File: config.mk
export PLATFORM = sky130hd
export DESIGN_NAME = instr_fetch_unit_flat
export DESIGN_NICKNAME = d
export VERILOG_FILES = /design/src/rtl/instr_fetch_unit_pkg.sv /design/src/rtl/instr_fetch_unit_if.sv /design/src/rtl/instr_fetch_unit_pc_register.sv /design/src/rtl/instr_fetch_unit.sv /design/src/flat_wrapper.sv
export SDC_FILE = /design/constraint.sdc
export NUM_CORES = 1
export LEC_CHECK = 0
export ABC_AREA = 1
export BUFFER_PORTS_ARGS = -buffer_cell sky130_fd_sc_hd__buf_4
export CAP_MARGIN = 20
export CORE_MARGIN = 5
export CORE_UTILIZATION = 30
export CTS_CLUSTER_DIAMETER = 100
export DETAILED_ROUTE_END_ITERATION = 7
export HOLD_SLACK_MARGIN = 0.06
export PLACE_DENSITY = 0.56
export RECOVER_POWER = 50
export SLEW_MARGIN = 30
export SYNTH_ARGS = -nofsm -noshare
export SYNTH_HDL_FRONTEND = slang
export SYNTH_SLANG_ARGS = --single-unit
export TNS_END_PERCENT = 5
File: constraint.sdc
create_clock -name clk -period 1.05 [get_ports clk]
set_input_delay 0 -clock clk [delete_from_list [all_inputs] [get_ports clk]]
set_output_delay 0 -clock clk [all_outputs]
set_load 0.05 [all_outputs]
File: src/rtl/instr_fetch_unit_pkg.sv
// Shared definitions for the fetch stage: datapath width, NOP encoding,
// fetch FSM states and the branch-taken decision used by the PC register.
package proc_pkg;

    localparam int          XLEN      = 64;
    localparam logic [31:0] NOP_INSTR = 32'h0000_0013;

    typedef enum logic [1:0] {
        IDLE = 2'd0,
        REQ  = 2'd1,
        ERR  = 2'd2
    } fetch_state_t;

    // BEQ takes on zero, BNE on non-zero; an unconditional write always takes.
    function automatic logic branch_taken(input logic pc_write,
                                          input logic pc_write_cond,
                                          input logic alu_zero,
                                          input logic branch_op);
        return pc_write | (pc_write_cond & (alu_zero ^ branch_op));
    endfunction

endpackage

File: src/rtl/instr_fetch_unit_if.sv
// Instruction-memory req/ack bus between the fetch unit (master) and memory (slave).
interface instr_fetch_unit_if #(parameter int XLEN = proc_pkg::XLEN) ();

    logic            imem_req;
    logic [XLEN-1:0] imem_addr;
    logic [31:0]     imem_rdata;
    logic            imem_ack;

    modport master (output imem_req, output imem_addr, input imem_rdata, input imem_ack);
    modport slave  (input imem_req, input imem_addr, output imem_rdata, output imem_ack);

endinterface

File: src/rtl/instr_fetch_unit_pc_register.sv
// Program counter with the unconditional / conditional-branch update mux.
module pc_register
    import proc_pkg::*;
#(
    parameter int              XLEN     = proc_pkg::XLEN,
    parameter logic [XLEN-1:0] RESET_PC = {XLEN{1'b0}}
) (
    input  logic            clk,
    input  logic            rst,
    input  logic            pc_write,
    input  logic            pc_write_cond,
    input  logic            pc_src,
    input  logic            branch_op,
    input  logic            alu_zero,
    input  logic [XLEN-1:0] alu_result,
    input  logic [XLEN-1:0] alu_out,
    output logic [XLEN-1:0] pc
);

    logic [XLEN-1:0] pc_r;
    logic [XLEN-1:0] next_pc_s;
    logic            taken_s;

    // Branch decision and target selection.
    always_comb begin
        taken_s = branch_taken(pc_write, pc_write_cond, alu_zero, branch_op);
        if (pc_src) begin
            next_pc_s = alu_out;
        end else begin
            next_pc_s = alu_result;
        end
    end

    // PC register, updated whenever the control unit's strobes say so.
    always_ff @(posedge clk) begin
        if (rst) begin
            pc_r <= RESET_PC;
        end else if (taken_s) begin
            pc_r <= next_pc_s;
        end else begin
            pc_r <= pc_r;
        end
    end

    assign pc = pc_r;

endmodule

File: src/rtl/instr_fetch_unit.sv
// Fetch stage: owns PC and IR, drives a variable-latency instruction memory
// over req/ack, and latches a sticky fault on misaligned fetch or timeout.
module instr_fetch_unit
    import proc_pkg::*;
#(
    parameter int              XLEN     = proc_pkg::XLEN,
    parameter logic [XLEN-1:0] RESET_PC = {XLEN{1'b0}},
    parameter int              TIMEOUT  = 16
) (
    input  logic                clk,
    input  logic                rst,
    input  logic                load_ir,
    input  logic                pc_write,
    input  logic                pc_write_cond,
    input  logic                pc_src,
    input  logic                branch_op,
    input  logic                alu_zero,
    input  logic [XLEN-1:0]     alu_result,
    input  logic [XLEN-1:0]     alu_out,
    instr_fetch_unit_if.master  imem,
    output logic [XLEN-1:0]     pc,
    output logic [31:0]         instruction,
    output logic                instr_valid,
    output logic                busy,
    output logic                fault
);

    localparam int               CNT_W    = $clog2(TIMEOUT);
    localparam logic [CNT_W-1:0] CNT_LAST = CNT_W'(TIMEOUT - 1);

    fetch_state_t     state_r, state_s;
    logic [CNT_W-1:0] cnt_r, cnt_s;
    logic [XLEN-1:0]  addr_r, addr_s;
    logic [31:0]      instr_r, instr_s;
    logic             valid_r, valid_s;
    logic             fault_r, fault_s;
    logic             req_r, req_s;
    logic             aligned_s;

    pc_register #(.XLEN(XLEN), .RESET_PC(RESET_PC)) u_pc_register (
        .clk           (clk),
        .rst           (rst),
        .pc_write      (pc_write),
        .pc_write_cond (pc_write_cond),
        .pc_src        (pc_src),
        .branch_op     (branch_op),
        .alu_zero      (alu_zero),
        .alu_result    (alu_result),
        .alu_out       (alu_out),
        .pc            (pc)
    );

    assign aligned_s = (pc[1:0] == 2'b00);

    // Fetch FSM and datapath registers.
    always_ff @(posedge clk) begin
        if (rst) begin
            state_r <= IDLE;
            cnt_r   <= {CNT_W{1'b0}};
            addr_r  <= {XLEN{1'b0}};
            instr_r <= NOP_INSTR;
            valid_r <= 1'b0;
            fault_r <= 1'b0;
            req_r   <= 1'b0;
        end else begin
            state_r <= state_s;
            cnt_r   <= cnt_s;
            addr_r  <= addr_s;
            instr_r <= instr_s;
            valid_r <= valid_s;
            fault_r <= fault_s;
            req_r   <= req_s;
        end
    end

    // Next-state decision; undecodable states fall into the safe ERR state.
    always_comb begin
        state_s = state_r;
        case (state_r)
            IDLE: begin
                if (load_ir) begin
                    if (aligned_s) begin
                        state_s = REQ;
                    end else begin
                        state_s = ERR;
                    end
                end else begin
                    state_s = IDLE;
                end
            end
            REQ: begin
                if (imem.imem_ack) begin
                    state_s = IDLE;
                end else if (cnt_r == CNT_LAST) begin
                    state_s = ERR;
                end else begin
                    state_s = REQ;
                end
            end
            ERR:     state_s = ERR;
            default: state_s = ERR;
        endcase
    end

    // Next values of the registered outputs, IR and timeout counter.
    always_comb begin
        cnt_s   = cnt_r;
        addr_s  = addr_r;
        instr_s = instr_r;
        valid_s = valid_r;
        fault_s = fault_r;
        case (state_r)
            IDLE: begin
                if (load_ir) begin
                    valid_s = 1'b0;
                    if (aligned_s) begin
                        addr_s = pc;
                        cnt_s  = {CNT_W{1'b0}};
                    end else begin
                        fault_s = 1'b1;
                    end
                end else begin
                    valid_s = valid_r;
                end
            end
            REQ: begin
                if (imem.imem_ack) begin
                    instr_s = imem.imem_rdata;
                    valid_s = 1'b1;
                end else if (cnt_r == CNT_LAST) begin
                    fault_s = 1'b1;
                end else begin
                    cnt_s = cnt_r + CNT_W'(1);
                end
            end
            ERR: valid_s = 1'b0;
            default: begin
                valid_s = 1'b0;
                fault_s = 1'b1;
            end
        endcase
        req_s = (state_s == REQ);
    end

    assign imem.imem_req  = req_r;
    assign imem.imem_addr = addr_r;
    assign busy           = req_r;
    assign instruction    = instr_r;
    assign instr_valid    = valid_r;
    assign fault          = fault_r;

endmodule

File: src/flat_wrapper.sv
// flat-port wrapper written by rule: the top's interface ports become plain ports
module instr_fetch_unit_flat import proc_pkg::*;
#(
    parameter int              XLEN     = proc_pkg::XLEN,
    parameter logic [XLEN-1:0] RESET_PC = {XLEN{1'b0}},
    parameter int              TIMEOUT  = 16
)
  (clk, rst, load_ir, pc_write, pc_write_cond, pc_src, branch_op, alu_zero, alu_result, alu_out, pc, instruction, instr_valid, busy, fault, imem_imem_req, imem_imem_addr, imem_imem_rdata, imem_imem_ack);
  instr_fetch_unit_if #(.XLEN(XLEN)) imem_i ();
  input  logic clk;
  input  logic rst;
  input  logic load_ir;
  input  logic pc_write;
  input  logic pc_write_cond;
  input  logic pc_src;
  input  logic branch_op;
  input  logic alu_zero;
  input  logic [XLEN-1:0] alu_result;
  input  logic [XLEN-1:0] alu_out;
  output logic [XLEN-1:0] pc;
  output logic [31:0] instruction;
  output logic instr_valid;
  output logic busy;
  output logic fault;
  output wire logic [$bits(imem_i.imem_req)-1:0] imem_imem_req;
  output wire logic [$bits(imem_i.imem_addr)-1:0] imem_imem_addr;
  input wire logic [$bits(imem_i.imem_rdata)-1:0] imem_imem_rdata;
  input wire logic [$bits(imem_i.imem_ack)-1:0] imem_imem_ack;
  assign imem_imem_req = imem_i.imem_req;
  assign imem_imem_addr = imem_i.imem_addr;
  assign imem_i.imem_rdata = imem_imem_rdata;
  assign imem_i.imem_ack = imem_imem_ack;
  instr_fetch_unit #(.XLEN(XLEN), .RESET_PC(RESET_PC), .TIMEOUT(TIMEOUT)) u_core (.clk(clk), .rst(rst), .load_ir(load_ir), .pc_write(pc_write), .pc_write_cond(pc_write_cond), .pc_src(pc_src), .branch_op(branch_op), .alu_zero(alu_zero), .alu_result(alu_result), .alu_out(alu_out), .imem(imem_i), .pc(pc), .instruction(instruction), .instr_valid(instr_valid), .busy(busy), .fault(fault));
endmodule
==> parameters.txt <==
Parameter                              Value

Critical path
  Largest stage delay on the critical path ... 350 ps
  Type of element launching the critical path ... register
  Max stage delay cell, worst path ... sky130_fd_sc_hd__dfxtp_4
  Kind of cell adding the most delay to the critical path ... flip-flops
  Buf+Inv Stages, Crit Path ... 2
  Critical-path cell list ... nor2_4, nand3_4, buf_12, clkbuf_16, nand3_1, a21oi_2
  Start of the worst register-to-register path ... u_core.u_pc_register.pc[1]
  Data arrival at the endpoint of the critical path ... 1500 ps
  CP endpoint kind ... register
  Required time worst endpoint ... 1330 ps
  Largest fanout of any net on the critical path ... 18
  Kind of critical path ... reg2reg
  Worst Setup SP ... u_core.u_pc_register.pc[1]

Global routing
  Via count of the first global-routing pass ... 7769
  Global-route wire length before repair ... 40.2 mm
  Tot GR Track Use ... 19.0%
  Maximum number of pins on one net before global-route repair ... 61
  Number of antenna violations at the first check in global routing ... 0
  Global routing usage on met1 ... 21.6%
  Global routing's busiest layer ... met2
  Met3 Usage GRT ... 5.68%
  Overall overflow remaining after global route ... 0
  Met2 track demand over resource ... 32.9%

STA
  Final hold slack ... 82.8 ps
  Crit share post-route ... 116%
  Unrepaired setup endpoints after global routing ... true
  Setup Skew ... 10.5 ps
  Final Max Slew Viols ... 0
  Worst-margin pin slew ... 473 ps
  Max transition margin ... 68.5%
  Total count of hold-check failures in the final report ... 0
  Total negative slack ... -9620 ps
  Fmax ... 818 MHz
  Shortest clock period the worst path allows after layout ... 1220 ps
  Setup violators final ... 104
  Setup slack after layout ... -173 ps

Status
  Failing checks ... setup timing
  Status ... complete, but fails checks

Floorplanning
  Die span in x ... 162 µm
  Floorplan Core Area ... 0.0227 mm²
  Die Area ... 0.0262 mm²
  Initial core utilization ... 30.5%
  Vert. Die Dim ... 162 µm
  I/O pins ... 333
  FP Rows ... 55

Synthesis
  Share of the synthesized area in the top cell type ... 48.9%
  Yosys top cell by area ... sky130_fd_sc_hd__dfxtp_1
  Post-synthesis cell count ... 972
  Post-synth ARST share ... 0%
  Post-synth EDFFs ... 0
  Flip-flop and latch count after synthesis ... 169
  Dominant cells by area after synthesis ... sky130_fd_sc_hd__dfxtp_1, sky130_fd_sc_hd__nand2_1, sky130_fd_sc_hd__o21ai_0
  Count of unique library cells instantiated by Yosys ... 25
  Main synth FF type ... sky130_fd_sc_hd__dfxtp_1
  Most used standard cell by instance count after synthesis ... sky130_fd_sc_hd__nand2_1
  Syn_area_per_cell ... 7.12 µm²
  Post-synthesis instance area ... 0.00692 mm²
  Most frequent cells after synthesis ... sky130_fd_sc_hd__nand2_1, sky130_fd_sc_hd__dfxtp_1, sky130_fd_sc_hd__nor2_1
  Fraction of the yosys area taken by sequential cells ... 48.9%
  Post-Syn Nets ... 1142
  Count of yosys warnings during synthesis ... 0

Hold path
  Class of the tightest hold or removal check ... in2reg
  Startpoint of the lowest-slack hold path ... alu_result[48]

Finish
  Area growth syn-to-layout ... 78.3%
  # nets final ... 1634
  Post-layout instance area ... 0.0123 mm²
  Final standard cell count with taps included and fillers excluded ... 1763
  Share of post-route cells with drive strength above 1 ... 30.8%

Drt
  Average detailed-routed wire length per instance ... 15.4 µm
  Number of nets with antenna violations after routing ... 0
  Wire length after detailed routing ... 27.1 mm
  DR pass1 iterations ... 5
  Via density per instance ... 4.49
  Detailed Route Iter0 Violations ... 391
  Routed via count ... 7918
  DRC violation count after routing ... 0

Clock tree
  TritonCTS Sinks ... 169
  Maximum number of buffers from clock root to sink ... 2
  Clock tree from TritonCTS ... built
  Worst skew pair latency ... 420 ps
  Clock transition at the registers of the reported paths ... 60 ps
  Number of clock buffers inserted by TritonCTS ... 17
  Maximum level of the CTS H-tree ... 4
  Cell chosen for the clock root ... sky130_fd_sc_hd__clkbuf_16

Place
  Count of buffers from port buffering ... 332
  Gp weighted congestion ... 0.805
  Detailed-placement wirelength estimate ... 17.5 mm
  Post-Place Cells ... 1563
  Dpl cell area ... 0.00981 mm²

Pwr
  Power per cell area ... 1540 mW/mm²
  Sw Ratio ... 35.3%
  Net switching component of the power ... 6.72 mW
  Maximum VDD drop ... 0.786 mV
  Combinational Power Share ... 30.8%
  Clock network power share ... 30.7%
  Static Leak ... 5.78 nW
  Internal power ... 12.3 mW
  Power share of the sequential group ... 38.5%

Run
  Maximum capacitance violations ... 0
-- state kept, by name, summed over array words and instances, names as in the netlist --
register,count
u_core.fault,1
u_core.state_r,2
u_core.cnt_r,4
u_core.imem.imem_addr,64
u_core.u_pc_register.pc,64
u_core.instruction,32
u_core.busy,1
u_core.instr_valid,1
-- cell usage in the layout (no fill, tap or decap), types with 26 or more instances in the layout --
cell                            Yosys  final
sky130_fd_sc_hd__dlygate4sd3_1      0    161
sky130_fd_sc_hd__buf_6              2     26
sky130_fd_sc_hd__dfxtp_1          169    158
sky130_fd_sc_hd__nand2_1          274    271
sky130_fd_sc_hd__o21ai_0          122     68
sky130_fd_sc_hd__nor2_1           136    135
sky130_fd_sc_hd__a21oi_1           97     87
sky130_fd_sc_hd__inv_1             73     74
sky130_fd_sc_hd__o21ai_1            2     47
sky130_fd_sc_hd__clkbuf_4           0     51
sky130_fd_sc_hd__buf_4              5    280
-- worst paths after layout --
path | end | slack, ps | cells past startpoint
max | u_core.cnt_r[0] | -170 | 6
min | u_core.u_pc_register.pc[48] | 80 | 6
max reg2reg | u_core.cnt_r[0] | -170 | 6
min reg2reg | u_core.imem.imem_addr[9] | 440 | 2
-- per-stage QoR --
stage | utilization, % | worst slack [ps] | power, mW
floorplan | - | -165 | 10.6
global placement | 43.2 | -143 | 12.5
detailed placement | 43.2 | -151 | 12.5
CTS | 53.0 | -136 | 19.0
global route | 54.3 | -202 | 20.0
finish | 54.3 | -173 | 19.0
-- final cells by class --
class                           instances  area [µm²]
Multi-Input combinational cell        659        2980
Inverter                               79         303
Tap cell                              285         357
Antenna cell                            1        2.50
Clock inverter                         13         110
Timing Repair Buffer                  538        4750
Clock buffer                           19         433
Fill cell                            2120       10400
Sequential cell                       169        3400
-- worst min-delay path, cell delays in order --
cell and delay, ps:
sky130_fd_sc_hd__buf_4 80, sky130_fd_sc_hd__a21boi_0 90, sky130_fd_sc_hd__buf_4 130, sky130_fd_sc_hd__nand2_1 50
sky130_fd_sc_hd__nand2_1 40, sky130_fd_sc_hd__nor2_1 70
-- power by group through the flow --
stage	Combinational [mW]	Clock, mW	Sequential (mW)
2_1_floorplan	1.38	0	9.24
3_3_place_gp	5.07	0	7.43
3_5_place_dp	5.08	0	7.44
4_1_cts	5.61	6.06	7.32
5_1_grt	6.26	6.29	7.41
6_report	5.86	5.85	7.34
-- logic make-up (layout without fill, tap and decap cells) --
logic type,Yosys count,in the layout,synth area share (%)
other,0,1,0
AND/OR/NAND/NOR,432,432,24.3
AO/OA/AOI/OAI,226,226,16.5
buffers and inverters,144,649,10.1
flip-flops,169,169,48.9
adder cells (fa/ha/maj),1,1,0.181
-- what timing repair did --
item                                   in CTS  in global routing
resized for setup                          36                 92
cloned                                      0                  5
endpoints found under the hold margin     102                  0
hold buffers                              161                  0
pin swaps                                   2                  7
setup endpoints to repair                 111                122
setup buffers                               0                  1
-- metal layers --
layer  vias to the layer above  share of wire (%)
li1                       4034                  -
met1                      3558                 40
met2                       263                 50
met3                        63                6.6
met4                         0                3.6
met5                         -                  0
Note: power is estimated with default switching activity, not from simulation.
